[src/rtl/prores_header_pkg.sv]
// Shared types and constants for the ProRes frame-header parser.
package prores_header_pkg;

    localparam logic [31:0] HDR_MAGIC    = 32'h69637066;
    localparam logic [15:0] HDR_MIN_SIZE = 16'd20;
    localparam logic [15:0] QMAT_BYTES   = 16'd64;

    typedef enum logic [3:0] {
        ST_IDLE, ST_FSIZE, ST_MAGIC, ST_FIELDS, ST_LUMA, ST_CHROMA, ST_SKIP, ST_DONE, ST_ERR
    } state_t;

    localparam logic [1:0] ERR_NONE  = 2'd0;
    localparam logic [1:0] ERR_MAGIC = 2'd1;
    localparam logic [1:0] ERR_HSIZE = 2'd2;
    localparam logic [1:0] ERR_QMAT  = 2'd3;

    // Offset of the last byte of each FIELDS entry that is kept.
    localparam logic [15:0] OFS_HSIZE  = 16'd1;
    localparam logic [15:0] OFS_WIDTH  = 16'd9;
    localparam logic [15:0] OFS_HEIGHT = 16'd11;
    localparam logic [15:0] OFS_FLAGS  = 16'd12;
    localparam logic [15:0] OFS_ARFR   = 16'd13;
    localparam logic [15:0] OFS_CP     = 16'd14;
    localparam logic [15:0] OFS_TC     = 16'd15;
    localparam logic [15:0] OFS_MC     = 16'd16;
    localparam logic [15:0] OFS_ALPHA  = 16'd17;
    localparam logic [15:0] OFS_LOAD   = 16'd19;

    function automatic logic [15:0] need_bytes(input logic luma, input logic chroma);
        logic [15:0] n;
        n = 16'd20;
        if (luma)   n = n + QMAT_BYTES;
        if (chroma) n = n + QMAT_BYTES;
        return n;
    endfunction

endpackage

[src/rtl/byte_field_shifter.sv]
// Big-endian byte accumulator: each shift pushes a byte into the low end.
module byte_field_shifter (
    input  logic        clock,
    input  logic        reset_n,
    input  logic        clear,
    input  logic        shift_en,
    input  logic [7:0]  din,
    output logic [31:0] value
);

    always_ff @(posedge clock or negedge reset_n) begin
        if (!reset_n)      value <= '0;
        else if (clear)    value <= '0;
        else if (shift_en) value <= {value[23:0], din};
    end

endmodule

[src/rtl/frame_header_parser.sv]
// ProRes frame-header parser: extracts header fields, streams out quant
// matrices and stops on the last header byte.
module frame_header_parser
    import prores_header_pkg::*;
#(
    parameter logic [31:0] MAGIC        = HDR_MAGIC,
    parameter logic [15:0] MIN_HDR_SIZE = HDR_MIN_SIZE
) (
    input  logic        clock,
    input  logic        reset_n,
    input  logic        start,
    input  logic        in_valid,
    input  logic [7:0]  in_data,
    output logic        in_ready,
    output logic        busy,
    output logic        done,
    output logic        error,
    output logic [1:0]  error_code,
    output logic [31:0] frame_size,
    output logic [15:0] header_size,
    output logic [15:0] horizontal,
    output logic [15:0] vertical,
    output logic [1:0]  chroma_format,
    output logic [1:0]  interlace_mode,
    output logic [3:0]  aspect_ratio_information,
    output logic [3:0]  frame_rate_code,
    output logic [7:0]  color_primaries,
    output logic [7:0]  transfer_characteristic,
    output logic [7:0]  matrix_coefficients,
    output logic [3:0]  alpha_channel_type,
    output logic        luma_loaded,
    output logic        chroma_loaded,
    output logic        qmat_we,
    output logic        qmat_chroma,
    output logic [5:0]  qmat_index,
    output logic [7:0]  qmat_data
);

    localparam logic [15:0] QMAT_LAST = QMAT_BYTES - 16'd1;

    state_t      state, state_nxt;
    logic [15:0] cnt, skip_len, need;
    logic [31:0] acc, word;
    logic [1:0]  err_nxt;
    logic        accept;

    byte_field_shifter u_shift (
        .clock    (clock),
        .reset_n  (reset_n),
        .clear    (state == ST_IDLE),
        .shift_en (accept),
        .din      (in_data),
        .value    (acc)
    );

    // word already includes the byte being accepted this cycle.
    assign word     = {acc[23:0], in_data};
    assign need     = need_bytes(in_data[1], in_data[0]);
    assign in_ready = (state == ST_FSIZE) || (state == ST_MAGIC) || (state == ST_FIELDS) ||
                      (state == ST_LUMA)  || (state == ST_CHROMA) || (state == ST_SKIP);
    assign busy     = in_ready;
    assign accept   = in_valid && in_ready;
    assign done     = (state == ST_DONE);
    assign error    = (state == ST_ERR);

    always_ff @(posedge clock or negedge reset_n) begin
        if (!reset_n) state <= ST_IDLE;
        else          state <= state_nxt;
    end

    always_comb begin
        state_nxt = state;
        err_nxt   = ERR_NONE;
        case (state)
            ST_IDLE:  if (start) state_nxt = ST_FSIZE;
            ST_FSIZE: if (accept && cnt == 16'd3) state_nxt = ST_MAGIC;
            ST_MAGIC: if (accept && cnt == 16'd3) begin
                if (word != MAGIC) begin
                    state_nxt = ST_ERR;
                    err_nxt   = ERR_MAGIC;
                end else begin
                    state_nxt = ST_FIELDS;
                end
            end
            ST_FIELDS: if (accept) begin
                if (cnt == OFS_HSIZE && word[15:0] < MIN_HDR_SIZE) begin
                    state_nxt = ST_ERR;
                    err_nxt   = ERR_HSIZE;
                end else if (cnt == OFS_LOAD) begin
                    if (header_size < need) begin
                        state_nxt = ST_ERR;
                        err_nxt   = ERR_QMAT;
                    end else if (in_data[1])           state_nxt = ST_LUMA;
                    else if (in_data[0])               state_nxt = ST_CHROMA;
                    else if (header_size != need)      state_nxt = ST_SKIP;
                    else                               state_nxt = ST_DONE;
                end
            end
            ST_LUMA: if (accept && cnt == QMAT_LAST) begin
                if (chroma_loaded)        state_nxt = ST_CHROMA;
                else if (skip_len != '0)  state_nxt = ST_SKIP;
                else                      state_nxt = ST_DONE;
            end
            ST_CHROMA: if (accept && cnt == QMAT_LAST)
                state_nxt = (skip_len != '0) ? ST_SKIP : ST_DONE;
            ST_SKIP: if (accept && cnt == skip_len - 16'd1) state_nxt = ST_DONE;
            default: state_nxt = ST_IDLE;
        endcase
    end

    always_ff @(posedge clock or negedge reset_n) begin
        if (!reset_n) begin
            cnt                      <= '0;
            skip_len                 <= '0;
            error_code               <= '0;
            frame_size               <= '0;
            header_size              <= '0;
            horizontal               <= '0;
            vertical                 <= '0;
            chroma_format            <= '0;
            interlace_mode           <= '0;
            aspect_ratio_information <= '0;
            frame_rate_code          <= '0;
            color_primaries          <= '0;
            transfer_characteristic  <= '0;
            matrix_coefficients      <= '0;
            alpha_channel_type       <= '0;
            luma_loaded              <= 1'b0;
            chroma_loaded            <= 1'b0;
            qmat_we                  <= 1'b0;
            qmat_chroma              <= 1'b0;
            qmat_index               <= '0;
            qmat_data                <= '0;
        end else begin
            if (state_nxt != state) cnt <= '0;
            else if (accept)        cnt <= cnt + 16'd1;

            if (state == ST_IDLE && start) error_code <= ERR_NONE;
            if (err_nxt != ERR_NONE)       error_code <= err_nxt;

            qmat_we <= accept && (state == ST_LUMA || state == ST_CHROMA);
            if (accept && (state == ST_LUMA || state == ST_CHROMA)) begin
                qmat_chroma <= (state == ST_CHROMA);
                qmat_index  <= cnt[5:0];
                qmat_data   <= in_data;
            end

            if (accept && state == ST_FSIZE && cnt == 16'd3) frame_size <= word;
            if (accept && state == ST_FIELDS) begin
                case (cnt)
                    OFS_HSIZE:  header_size <= word[15:0];
                    OFS_WIDTH:  horizontal  <= word[15:0];
                    OFS_HEIGHT: vertical    <= word[15:0];
                    OFS_FLAGS: begin
                        chroma_format  <= in_data[7:6];
                        interlace_mode <= in_data[3:2];
                    end
                    OFS_ARFR: begin
                        aspect_ratio_information <= in_data[7:4];
                        frame_rate_code          <= in_data[3:0];
                    end
                    OFS_CP:    color_primaries         <= in_data;
                    OFS_TC:    transfer_characteristic <= in_data;
                    OFS_MC:    matrix_coefficients     <= in_data;
                    OFS_ALPHA: alpha_channel_type      <= in_data[3:0];
                    OFS_LOAD: begin
                        luma_loaded   <= in_data[1];
                        chroma_loaded <= in_data[0];
                        skip_len      <= header_size - need;
                    end
                    default: ;
                endcase
            end
        end
    end

endmodule

[config.mk]
export PLATFORM = sky130hd
export DESIGN_NAME = frame_header_parser
export DESIGN_NICKNAME = d
export VERILOG_FILES = /design/src/rtl/prores_header_pkg.sv /design/src/rtl/byte_field_shifter.sv /design/src/rtl/frame_header_parser.sv
export SDC_FILE = /design/constraint.sdc
export NUM_CORES = 1
export LEC_CHECK = 0
export ABC_AREA = 1
export CAP_MARGIN = 20
export CORE_ASPECT_RATIO = 0.8
export CORE_UTILIZATION = 40
export DETAILED_ROUTE_END_ITERATION = 8
export GPL_ROUTABILITY_DRIVEN = 0
export GPL_TIMING_DRIVEN = 0
export HOLD_SLACK_MARGIN = 0.06
export PLACE_DENSITY = 0.72
export SETUP_SLACK_MARGIN = 0.15
export SLEW_MARGIN = 20
export SYNTH_ARGS = -nofsm -noshare
export SYNTH_HDL_FRONTEND = slang
export SYNTH_HIERARCHICAL = 1
export SYNTH_SLANG_ARGS = --single-unit
[constraint.sdc]
create_clock -name clock -period 2.4 [get_ports clock]
set_clock_uncertainty 0.1 [all_clocks]
set_input_delay 0.48 -clock clock [delete_from_list [all_inputs] [get_ports clock]]
set_output_delay 0.48 -clock clock [all_outputs]
set_load 0.01 [all_outputs]
-- After elaboration in Yosys (flattened, before gate mapping)
Index checks and enable logic that the tools add are counted.
- bits in registers: 200
- output and inout bits: 144
- word-level logic and storage cells: 117
- add/sub/neg operators: 4
- order comparisons: 2
- equality and inequality tests: 24
- muxes and demuxes: 32
- reduce and logical (&&, ||, !) cells: 32
- operators with widths (operator ; number):
    $eq A16 B4 Y1 const B ; 6
    $eq A16 B5 Y1 const B ; 3
    $mux W16 ; 3
    $mux W24 ; 2
    $mux W4 ; 11
    $ne A32 B31 Y1 const B ; 1
    $pmux W4 S7 ; 1
    $reduce_and A2 Y1 ; 10
    $mux W2 ; 9
    $add A16 B1 Y16 const B ; 1
    $add A16 B7 Y16 const B ; 1
    $eq A16 B1 Y1 const B ; 1
    $eq A16 B16 Y1 ; 1
    $eq A16 B2 Y1 const B ; 1
    $eq A16 B6 Y1 const B ; 1
    $eq A4 B3 Y1 const B ; 4
    $lt A16 B16 Y1 ; 1
    $lt A16 B5 Y1 const B ; 1
    $ne A16 B16 Y1 ; 1
    $reduce_bool A16 Y1 ; 1
    $sub A16 B1 Y16 const B ; 1
    $sub A16 B16 Y16 ; 1
    $logic_and A1 B1 Y1 ; 10
    $eq A4 B2 Y1 const B ; 2
    9 further kinds ; 20

-- Depth between registers and ports, before layout
Gate-level depths: netlist of run 1.
- depth in word-level cells: 14
- mapped depth: 20
- depth with buffers taken out: 18

-- Modules after synthesis
Netlist of run 1, hierarchy kept.
- modules (own cells, without submodules) (module ; times used ; cells an instance ; area each (µm²) ; sequential area each (µm²)):
    frame_header_parser ; 1 ; 1010 ; 8430.6 ; 4404.2
    byte_field_shifter ; 1 ; 140 ; 1285.0 ; 800.8

-- Worst setup path after synthesis of run 1
No wires, ideal clock.
- kind: input-to-reg
- from: input in_data[0]
- to: register cnt[1]
- setup time: 128 ps
- data arrival time: 2577 ps
- slack: -404 ps
- stages on the path: 17
- path through: inv_1 -> clkbuf_1 -> ha_1 -> inv_1 -> ha_1 -> nand2_1 -> inv_1 -> a21oi_1 -> nand2_1 -> o21ai_1 -> nand2_1 -> and2_1 -> nand2_1 -> a21oi_2 -> nand2_4 -> buf_12 -> nor2_4
- word-level cells in the longest chain between the ends: 12
- elaborated cells between the ends (all ways): 19
- RTL lines (element ; line ; text):
    start: declaration ; frame_header_parser.sv:13 ; input logic [7:0] in_data,
    parallel branches: the longest is 9 deep, another holds $lt A16 B16 Y1 ; - ;
    $pmux W4 S7 (*) ; frame_header_parser.sv:74 ; case (state)
    $ne A4 B4 Y1 (*) ; frame_header_parser.sv:135 ; if (state_nxt != state) cnt <= '0;
    $mux W16 or $reduce_bool A2 Y1 (tied branches) ; - ;
    end signal: assignment ; frame_header_parser.sv:136 ; else if (accept) cnt <= cnt + 16'd1;
    end: declaration ; frame_header_parser.sv:42 ; logic [15:0] cnt, skip_len, need;
Every way passes the cells marked *.
A chain may end at the register's enable or synchronous reset.

-- Final worst setup path of run 1
- from: register cnt[1]
- to: register cnt[3]
- word-level cells in the longest chain between the ends: 7
- elaborated cells between the ends (all ways): 23
- RTL lines (element ; line ; text):
    $eq A16 B5 Y1 or $eq A16 B1 Y1 (tied branches) ; frame_header_parser.sv:89, frame_header_parser.sv:86 ;
    $mux W4 or $logic_and A1 B1 Y1 (tied branches) ; frame_header_parser.sv:89, frame_header_parser.sv:86 ;
    $mux W4 ; frame_header_parser.sv:86 ; if (cnt == OFS_HSIZE && word[15:0] < MIN_HDR_SIZE) begin
    $mux W4 ; frame_header_parser.sv:85 ; ST_FIELDS: if (accept) begin
    $pmux W4 S7 (*) ; frame_header_parser.sv:74 ;
    named net state_nxt[0] ; frame_header_parser.sv:41 ; state_t state, state_nxt;
    $ne A4 B4 Y1 (*) ; frame_header_parser.sv:135 ;
    $mux W16 or $reduce_bool A2 Y1 (tied branches) ; - ;
The timed path passes the listed nets; every way through them passes the cells marked *. The select of a mux whose other input is x is not followed.

==> metrics.yaml, run 1 <==
sta:
  min_period_over_period: 1.04
  worstMarginPinSlew_ns: 0.730
  timing.final.ws_setup_ns: -0.0968
  drv_slew: 0
  slew_headroom: 0.513
  rsz0062_at_grt: "true"
  fin_crit_ns: 2.50
  tns_ns: -0.864
  setup_violations: 10
  finalHoldViolations: 0
  hold_ws_ns: 0.209
  fmax_ghz: 0.401
detailed_routing:
  vias: 8593
  routed_wl_mm: 28.4
  wire_per_inst_um: 17.1
  viasPerCell: 5.20
  dr.pass1.iters: 5
  drt.antenna.violating_nets: 0
  drt-initial-drc-count: 858
  drcViolationCount: 0
outcome:
  status: "finished with violations"
  violations: "setup timing"
global_route:
  grt.overflow.total: 0
  grt_pass1_wl_mm: 44.6
  grt.total_usage: 0.236
  grt_pass1_vias: 8162
  antenna_found_initial: 0
  grt_max_degree: 78
placement:
  port_buffers: 155
  dp_cells: 1581
  placed_cell_area_um2: 11500
  dp_hpwl_mm: 20.2
finish:
  fin_nets: 1359
  multi_input_area_um2: 4190
  antenna_cells: 0
  fillers: 2024
  syn_to_final_growth_pct: 36.6
  register_area_um2: 5010
  drive_above_1_share: 0.176
  postLayoutCellArea_um2: 12900
  fin_cells: 1654
critical_path:
  critPathCaptureType: "flop"
  cp_cell_sequence: "inv_4 > ha_4 > inv_2 > nor2_4 > nand3_1 > nor2_2 > nand3_1 > nand2_1 > inv_1 > nand2_1 > nand2_1 > nor2_2 > nand2_1 > nand2_1 > nand2_2 > nand2_4 > buf_12 > buf_12 > nor2_4"
  path_class: "flop to flop"
  required_ns: 2.62
  max_stage_delay_ns: 0.46
  cp_data_arrival_time_ns: 2.71
  crit_path_frequent_cell: "nand2_1"
  path_max_fanout: 5
  crit_slowest_cell: "dfrtp_2"
  critPathLaunchType: "flop"
floorplan:
  fp.dieW_um: 174
  io_pins: 156
  dieArea_um2: 24200
  die_y_um: 139
  rows: 49
  initial_core_util: 0.413
  core_um2: 22800
yosys:
  yosysWarnings: 6
  syn_inst: 1118
  synth_area_um2: 9420
  syn_nets: 1142
  syn-mean-instance-area_um2: 8.42
clock_network:
  clk_latency_ns: 0.43
  htree_levels: 4
  cts_buffers: 17
  clk_pin_slew_ns: 0.07
  clock_sinks: 200
  clk_path_buf_depth: 2
  cts_tree: "yes"
  cts.root.buffer_cell: "clkbuf_16"
hold_path:
  hold_path_class: "input pin to flop"
power:
  power.total_mw: 11.2
  p_per_area_nw_per_um2: 874
  p_leak_nw: 5.94
  ir_drop_uv: 563
flow_run:
  cap_violations: 0
## worst paths after layout
check                               start            endpoint  slack (ns)  cells after the start
min in group asynchronous         reset_n  frame_rate_code[2]        0.43                      2
max in group asynchronous         reset_n   u_shift/value[19]        0.67                      4
max reg2reg                        cnt[1]              cnt[3]        -0.1                     19
min                            in_data[1]    u_shift/value[1]        0.21                      3
min reg2reg                frame_size[22]      frame_size[22]        0.38                      2
max                                cnt[1]              cnt[3]        -0.1                     19
## per-layer routing
layer  vias to the layer above  part of all wire  track usage
met2                       326              0.46        0.368
met4                         0             0.015       0.0619
met1                      4212              0.45        0.337
met3                        38             0.070       0.0459
li1                       4017                 -            -
met5                         -                 0            0
## cell usage in the layout (no fill, tap or decap), types with 19 or more instances in the layout
master and n:
nor2_4 30, xor2_1 24, inv_1 70, nand3_1 51, nand2_1 325, nor2_1 66, buf_4 36, dfrtp_1 193
clkbuf_16 19, clkdlybuf4s50_1 148, nand4_1 21, o21ai_0 140
## power breakdown
group | total [mW] | internal [mW] | switching (mW)
clock | 2.86 | 1.50 | 1.36
sequential | 4.35 | 3.86 | 0.492
combinational | 4.02 | 1.81 | 2.22
total | 11.2 | 7.17 | 4.07
## area by class of cell
class / count / area share
Timing Repair Buffer: 198 / 0.156
Inverter: 94 / 0.0299
Clock buffer: 20 / 0.0347
Tap cell: 306 / 0.0298
Sequential cell: 200 / 0.390
Clock inverter: 12 / 0.0100
Multi-Input combinational cell: 779 / 0.326
Buffer: 45 / 0.0234
## what timing repair did
item	4_1_cts	5_1_grt
hold endpoints to repair	53	0
pin swaps	28	26
setup buffers	21	18
endpoints found under the setup margin	130	106
hold buffers	1	0
gates cloned	1	0
resized for setup	82	100
## worst max-delay path: cells and delay by family (launching register included)
family / cells / cell delay, ns
buf+inv: 5 / 0.45
simple gates: 13 / 1.21
flops: 1 / 0.46
fa+ha+maj: 1 / 0.15
## registers in the layout (all words and copies together), names as in the netlist, 2 cells and up
signal	flops
frame_size	32
u_shift/value	24
cnt	16
header_size	16
horizontal	16
skip_len	16
vertical	16
color_primaries	8
matrix_coefficients	8
qmat_data	8
transfer_characteristic	8
qmat_index	6
alpha_channel_type	4
aspect_ratio_information	4
frame_rate_code	4
state	4
chroma_format	2
error_code	2
interlace_mode	2
## per-stage QoR
| stage | utilization | worst slack (ns) |
|---|---|---|
| 6_report | 0.564 | -0.0968 |
| 5_1_grt | 0.564 | -0.255 |
| 4_1_cts | 0.550 | -0.0652 |
| 3_5_place_dp | 0.504 | -1.23 |
| 3_3_place_gp | 0.501 | -7.62 |
| 2_1_floorplan | - | -0.114 |
Note: power is estimated with default switching activity, not from simulation.
==> inputs of run 2 (changes only) <==
--- a/config.mk
+++ b/config.mk
@@ -7,13 +7,12 @@
 export LEC_CHECK = 0
 export ABC_AREA = 1
 export CAP_MARGIN = 20
-export CORE_ASPECT_RATIO = 0.8
-export CORE_UTILIZATION = 40
+export CORE_UTILIZATION = 30
 export DETAILED_ROUTE_END_ITERATION = 8
 export GPL_ROUTABILITY_DRIVEN = 0
 export GPL_TIMING_DRIVEN = 0
 export HOLD_SLACK_MARGIN = 0.06
-export PLACE_DENSITY = 0.72
+export PLACE_DENSITY = 0.59
 export SETUP_SLACK_MARGIN = 0.15
 export SLEW_MARGIN = 20
 export SYNTH_ARGS = -nofsm -noshare
==> metrics.yaml, run 2 (synthesis results as in run 1) <==
finish:
  postLayoutCellArea_um2: 13200  # +2.8%
  drive_above_1_share: 0.197  # +0.0215
  final_cell_mix: "nand2_1, dfrtp_1, clkdlybuf4s50_1, o21ai_0, inv_1"
  reg.largest.list: "frame_size (32), u_shift/value (24)"
  largest_register_ffs: 32  # unchanged
  largest_register: "frame_size"
  fin_nets: 1374  # +1.1%
  layout_commonest_cell: "nand2_1"
  syn_to_final_growth_pct: 40.3
  antenna_cells: 0  # unchanged
outcome:
  violations: "DRC"
  status: "finished with violations"
sta:
  hold_ws_ns: 0.208  # -0.000754 ns
  rsz0062_at_grt: "true"
  timing.final.ws_setup_ns: 0.0126  # +0.109 ns
  min_period_over_period: 0.995  # -0.0456
  drv_slew: 0  # unchanged
  fmax_ghz: 0.419  # +4.6%
  finalHoldViolations: 0  # unchanged
  setup_violations: 0  # -10
  worstMarginPinSlew_ns: 0.873  # +0.143 ns
  slew_headroom: 0.418  # -0.0954
  fin_crit_ns: 2.39  # -0.109 ns
  tns_ns: 0  # +0.864 ns
floorplan:
  initial_core_util: 0.306  # -0.107
  rows: 64  # +31%
  dieArea_um2: 32100  # +33%
  die_y_um: 179  # +29%
  io_pins: 156  # unchanged
  fp.dieW_um: 179  # +3.2%
  core_um2: 30700  # +35%
clock_network:
  clk_pin_slew_ns: 0.08  # about the same
  cts_tree: "yes"
  cts_buffers: 17  # unchanged
  clk_path_buf_depth: 2  # unchanged
  clk_latency_ns: 0.45  # +0.02 ns
  clock_sinks: 200  # unchanged
  cts.root.buffer_cell: "clkbuf_16"
  htree_levels: 4  # unchanged
power:
  power.total_mw: 11.3  # +0.32%
  p_per_area_nw_per_um2: 853  # -2.4%
  ir_drop_uv: 587  # +4.2%
  p_leak_nw: 6.05  # +1.9%
critical_path:
  critPathLaunchType: "input pin"
  path_max_fanout: 4  # -1
  path_buf_inv: 9  # +4
  max_stage_delay_ns: 0.26  # -0.20 ns
  cp_cell_sequence: "buf_12 > inv_8 > clkbuf_16 > ha_4 > inv_4 > ha_4 > a21oi_4 > inv_2 > a21oi_4 > nand2_2 > nand3_2 > nand2_2 > nand2_2 > nand2_2 > nor2_2 > nand2_1 > buf_4 > buf_4 > buf_4 > buf_4"
  required_ns: 2.64  # +0.02 ns
  cp_data_arrival_time_ns: 2.62  # -0.09 ns
  critPathCaptureType: "flop"
  crit_slowest_cell: "ha_4"
  cp_top_family: "buffers and inverters"
  path_class: "input pin to flop"
global_route:
  grt_max_degree: 87  # +12%
  grt_pass1_vias: 8118  # -0.54%
  grt.overflow.total: 0  # unchanged
  grt.total_usage: 0.190  # -0.0466
  antenna_found_initial: 0  # unchanged
  grt_pass1_wl_mm: 46.1  # +3.5%
placement:
  place_ws_ns: -1.28  # -0.0507 ns
  port_buffers: 155  # unchanged
  dp_hpwl_mm: 21.4  # +5.9%
  placed_cell_area_um2: 11600  # +0.98%
detailed_routing:
  viasPerCell: 4.66  # -10%
  drcViolationCount: 7  # +7
  routed_wl_mm: 29.6  # +4.4%
  drt-initial-drc-count: 474  # -45%
  dr.pass1.iters: 6  # +1
  drt.antenna.violating_nets: 0  # unchanged
  wire_per_inst_um: 16.8  # -1.9%
  vias: 8190  # -4.7%
flow_run:
  cap_violations: 0  # unchanged
hold_path:
  hold_path_class: "input pin to flop"
==> run 2: changes by cell type in the layout (fill, tap and decap cells not counted), moves of 4 or more <==
cell / delta
clkinv_8: +7
o21ai_0: -15
inv_6: -4
o21ai_1: +9
buf_4: +14
o21ai_2: +7
nand2_2: +8
buf_6: +5
nand2_1: -10
==> run 2: stage by stage <==
step	std cells	util
5_1_grt	1759	0.430
3_3_place_gp	1669	0.375
2_1_floorplan	1118	-
3_5_place_dp	1671	0.377
6_report	1759	0.430
4_1_cts	1723	0.410
==> run 2: layer usage <==
metal  vias to the layer above  GRT usage  share of wire
met5                         -          0              0
met4                         0     0.0585          0.019
met3                        32     0.0475          0.058
met2                       157      0.312           0.48
met1                      3974      0.244           0.45
li1                       4027          -              -
==> run 2: path summary, 6_finish.rpt <==
| path | startpoint | end | slack, ns | cells after the start |
|---|---|---|---|---|
| worst min register to register | frame_size[21] | frame_size[21] | 0.38 | 2 |
| worst max register to register | cnt[8] | cnt[1] | 0.04 | 12 |
| worst max-delay path | in_data[1] | state[0] | 0.01 | 20 |
| max in group asynchronous | reset_n | header_size[10] | 0.62 | 4 |
| min in group asynchronous | reset_n | qmat_index[4] | 0.44 | 2 |
| worst min-delay path | in_data[0] | u_shift/value[0] | 0.21 | 3 |
==> run 2: power breakdown <==
group / total, mW / internal (mW) / switching, mW
registers: 4.35 / 3.85 / 0.494
clock network: 2.98 / 1.46 / 1.52
logic: 3.95 / 1.78 / 2.16
==> run 2: what timing repair did <==
item	CTS	global route
gates cloned	1	2
hold buffers	1	0
pin swaps	8	41
gates resized for setup	70	159
setup endpoints to repair	151	127
hold endpoints to repair	50	0
setup buffers	18	34
==> run 2: worst min-delay path, delay by kind of cell <==
family,cells,cell delay [ns]
and+or+nand+nor,2,0.13
buffers and inverters,1,0.10
==> run 2: cell type report <==
class / instances / area, µm²
repair buffers: 213 / 2100
fillers: 3061 / 17500
clock buffers: 18 / 439
plain buffers: 45 / 312
flip-flops and latches: 200 / 5010
well taps: 396 / 495
inverters: 94 / 397
multi-input cells: 779 / 4270
clock inverters: 14 / 188
==> inputs of run 3 (changes only) <==
--- a/config.mk
+++ b/config.mk
@@ -5,8 +5,9 @@
 export SDC_FILE = /design/constraint.sdc
 export NUM_CORES = 1
 export LEC_CHECK = 0
-export ABC_AREA = 1
+export ABC_AREA = 0
 export CAP_MARGIN = 20
+export CORE_ASPECT_RATIO = 1.4
 export CORE_UTILIZATION = 30
 export DETAILED_ROUTE_END_ITERATION = 8
 export GPL_ROUTABILITY_DRIVEN = 0
==> metrics.yaml, run 3 <==
finish:
  reg.largest.list: "frame_size (32), u_shift/value (24)"
  antenna_cells: 0  # unchanged
  layout_commonest_cell: "dfrtp_1"
  largest_register_ffs: 32  # unchanged
  final_cell_mix: "dfrtp_1, clkdlybuf4s50_1, mux2_2, nand2_1, mux2_4"
  fillers: 2819  # -7.9%
  largest_register: "frame_size"
  syn_to_final_growth_pct: 49.0
  fin_nets: 1089  # -21%
  drive_above_1_share: 0.360  # +0.162
  postLayoutCellArea_um2: 13900  # +5.4%
global_route:
  grt_pass1_wl_mm: 44.0  # -4.7%
  antenna_found_initial: 0  # unchanged
  grt_pass1_vias: 7334  # -9.7%
  grt_max_degree: 96  # +10%
  grt.overflow.total: 0  # unchanged
  grt.total_usage: 0.184  # -0.00527
floorplan:
  io_pins: 156  # unchanged
  core_um2: 30700  # -0.11%
  initial_core_util: 0.304  # -0.00197
  die_y_um: 211  # +18%
  fp.dieW_um: 151  # -16%
  rows: 76  # +19%
  dieArea_um2: 31900  # -0.72%
detailed_routing:
  drt-initial-drc-count: 392  # -17%
  drcViolationCount: 0  # -7
  routed_wl_mm: 29.9  # +1.2%
  viasPerCell: 5.05  # +8.6%
  vias: 7410  # -9.5%
  dr.pass1.iters: 4  # -2
  wire_per_inst_um: 20.4  # +21%
  drt.antenna.violating_nets: 0  # unchanged
sta:
  setup_violations: 107  # +107
  hold_ws_ns: 0.217  # +0.00918 ns
  min_period_over_period: 1.31  # +0.318
  finalHoldViolations: 0  # unchanged
  worstMarginPinSlew_ns: 0.874  # +0.00115 ns
  rsz0062_at_grt: "true"
  drv_slew: 0  # unchanged
  fmax_ghz: 0.317  # -24%
  fin_crit_ns: 3.15  # +0.763 ns
  slew_headroom: 0.417  # -0.000765
  timing.final.ws_setup_ns: -0.751  # -0.763 ns
clock_network:
  cts_buffers: 17  # unchanged
  cts.root.buffer_cell: "clkbuf_16"
  clk_pin_slew_ns: 0.07  # about the same
  clk_latency_ns: 0.45  # about the same
  clk_path_buf_depth: 2  # unchanged
  clock_sinks: 200  # unchanged
  cts_tree: "yes"
  htree_levels: 4  # unchanged
power:
  pwr-share-seq: 0.393  # +0.007
  p_int_mw: 7.81  # +10%
  p_leak_nw: 6.26  # +3.4%
  p_comb_frac: 0.374  # +0.024
  p_switching_mw: 4.24  # +1.5%
  clock_power_share: 0.233  # -0.031
  p_per_area_nw_per_um2: 865  # +1.4%
  swShare: 0.352  # -0.0186
  power.total_mw: 12.0  # +6.8%
  ir_drop_uv: 491  # -16%
yosys:
  syn_inst: 806  # -28%
  syn_nets: 830  # -27%
  syn-mean-instance-area_um2: 11.6  # +38%
  yosysWarnings: 6  # unchanged
  synth_area_um2: 9340  # -0.76%
flow_run:
  cap_violations: 0  # unchanged
placement:
  placed_cell_area_um2: 11500  # -0.61%
  port_buffers: 155  # unchanged
  place_ws_ns: -2.18  # -0.894 ns
  dp_hpwl_mm: 19.7  # -7.6%
critical_path:
  r2r-start: "skip_len[1]"
  critPathLaunch: "skip_len[1]"
  r2r_setup_slack_ns: -0.75  # -0.79 ns
  path_max_fanout: 7  # +3
  cp_data_arrival_time_ns: 3.35  # +0.73 ns
  reg2reg_depth: 11  # -1
  path_class: "flop to flop"
  reg2reg_to: "cnt[9]"
  critPathLaunchType: "flop"
  critPathCaptureType: "flop"
  required_ns: 2.60  # -0.04 ns
  crit_end: "cnt[9]"
outcome:
  violations: "setup timing"
  status: "finished with violations"
hold_path:
  hold_path_class: "input pin to flop"
## run 3: changes by cell type in the layout (fill, tap and decap cells not counted), sizes merged, moves of 14 or more
| cell | change |
|---|---|
| nand4 | -15 |
| nor2 | -67 |
| nand2 | -266 |
| mux2i | +26 |
| mux2 | +121 |
| o21ai | -107 |
| nor4 | +14 |
| buf | +26 |
| inv | -81 |
| nand3 | -35 |
## run 3: metrics by stage
step	cells	TNS (ns)	util
floorplan	806	-18.46	-
global placement	1351	-1795.60	0.373
detailed placement	1353	-226.05	0.375
CTS	1421	-23.78	0.422
global route	1466	-23.14	0.453
finish	1466	-16.53	0.453
## run 3: timing repair
item,4_1_cts,5_1_grt
resized for setup,155,190
hold buffers,1,0
cloned,2,8
endpoints found under the setup margin,204,193
buffers inserted,35,37
pin swaps,31,28
hold endpoints to repair,18,0
## run 3: critical path, stage by stage (launching register included)
cell       delay, ns
dfrtp_1         0.40
buf_6           0.12
or4_4           0.54
or3_4           0.40
or4_1           0.40
a211o_1         0.28
a2bb2oi_2       0.16
a211oi_2        0.09
nand2_2         0.20
buf_6           0.15
buf_16          0.11
a21oi_2         0.05
## run 3: worst min-delay path by stage
stage / from / endpoint / depth (start not counted)
2_1_floorplan: reset_n / alpha_channel_type[0] / 0
3_3_place_gp: alpha_channel_type[1] / alpha_channel_type[1] / 2
3_5_place_dp: reset_n / frame_size[10] / 1
4_1_cts: in_data[1] / vertical[1] / 2
5_1_grt: in_data[1] / qmat_data[1] / 2
6_report: in_data[1] / vertical[1] / 2
## run 3: area by class of cell
type / instances / area (µm²) / share of cell area
clock buffers: 20 / 467 / 0.0335
well taps: 390 / 488 / 0.0351
inverters: 18 / 100 / 0.00719
flip-flops and latches: 200 / 5020 / 0.361
plain buffers: 46 / 478 / 0.0343
clock inverters: 10 / 97.6 / 0.00701
multi-input cells: 547 / 4850 / 0.348
repair buffers: 235 / 2420 / 0.174
## run 3: power groups by stage
stage | clock [mW] | sequential [mW] | combinational, mW
finish | 2.81 | 4.73 | 4.50
global route | 2.98 | 4.82 | 4.78
CTS | 2.87 | 4.72 | 4.02
detailed placement | 0 | 4.77 | 3.46
floorplan | 0 | 4.63 | 1.87
global placement | 0 | 4.76 | 3.40
## run 3: metal layers
layer	up-vias	share of wire	routed length, µm	global-route usage
met2	219	0.52	15700	0.317
met1	3749	0.40	11900	0.220
li1	3385	-	-	-
met4	0	0.034	1010	0.0797
met3	57	0.047	1410	0.0382
met5	-	0	0	0
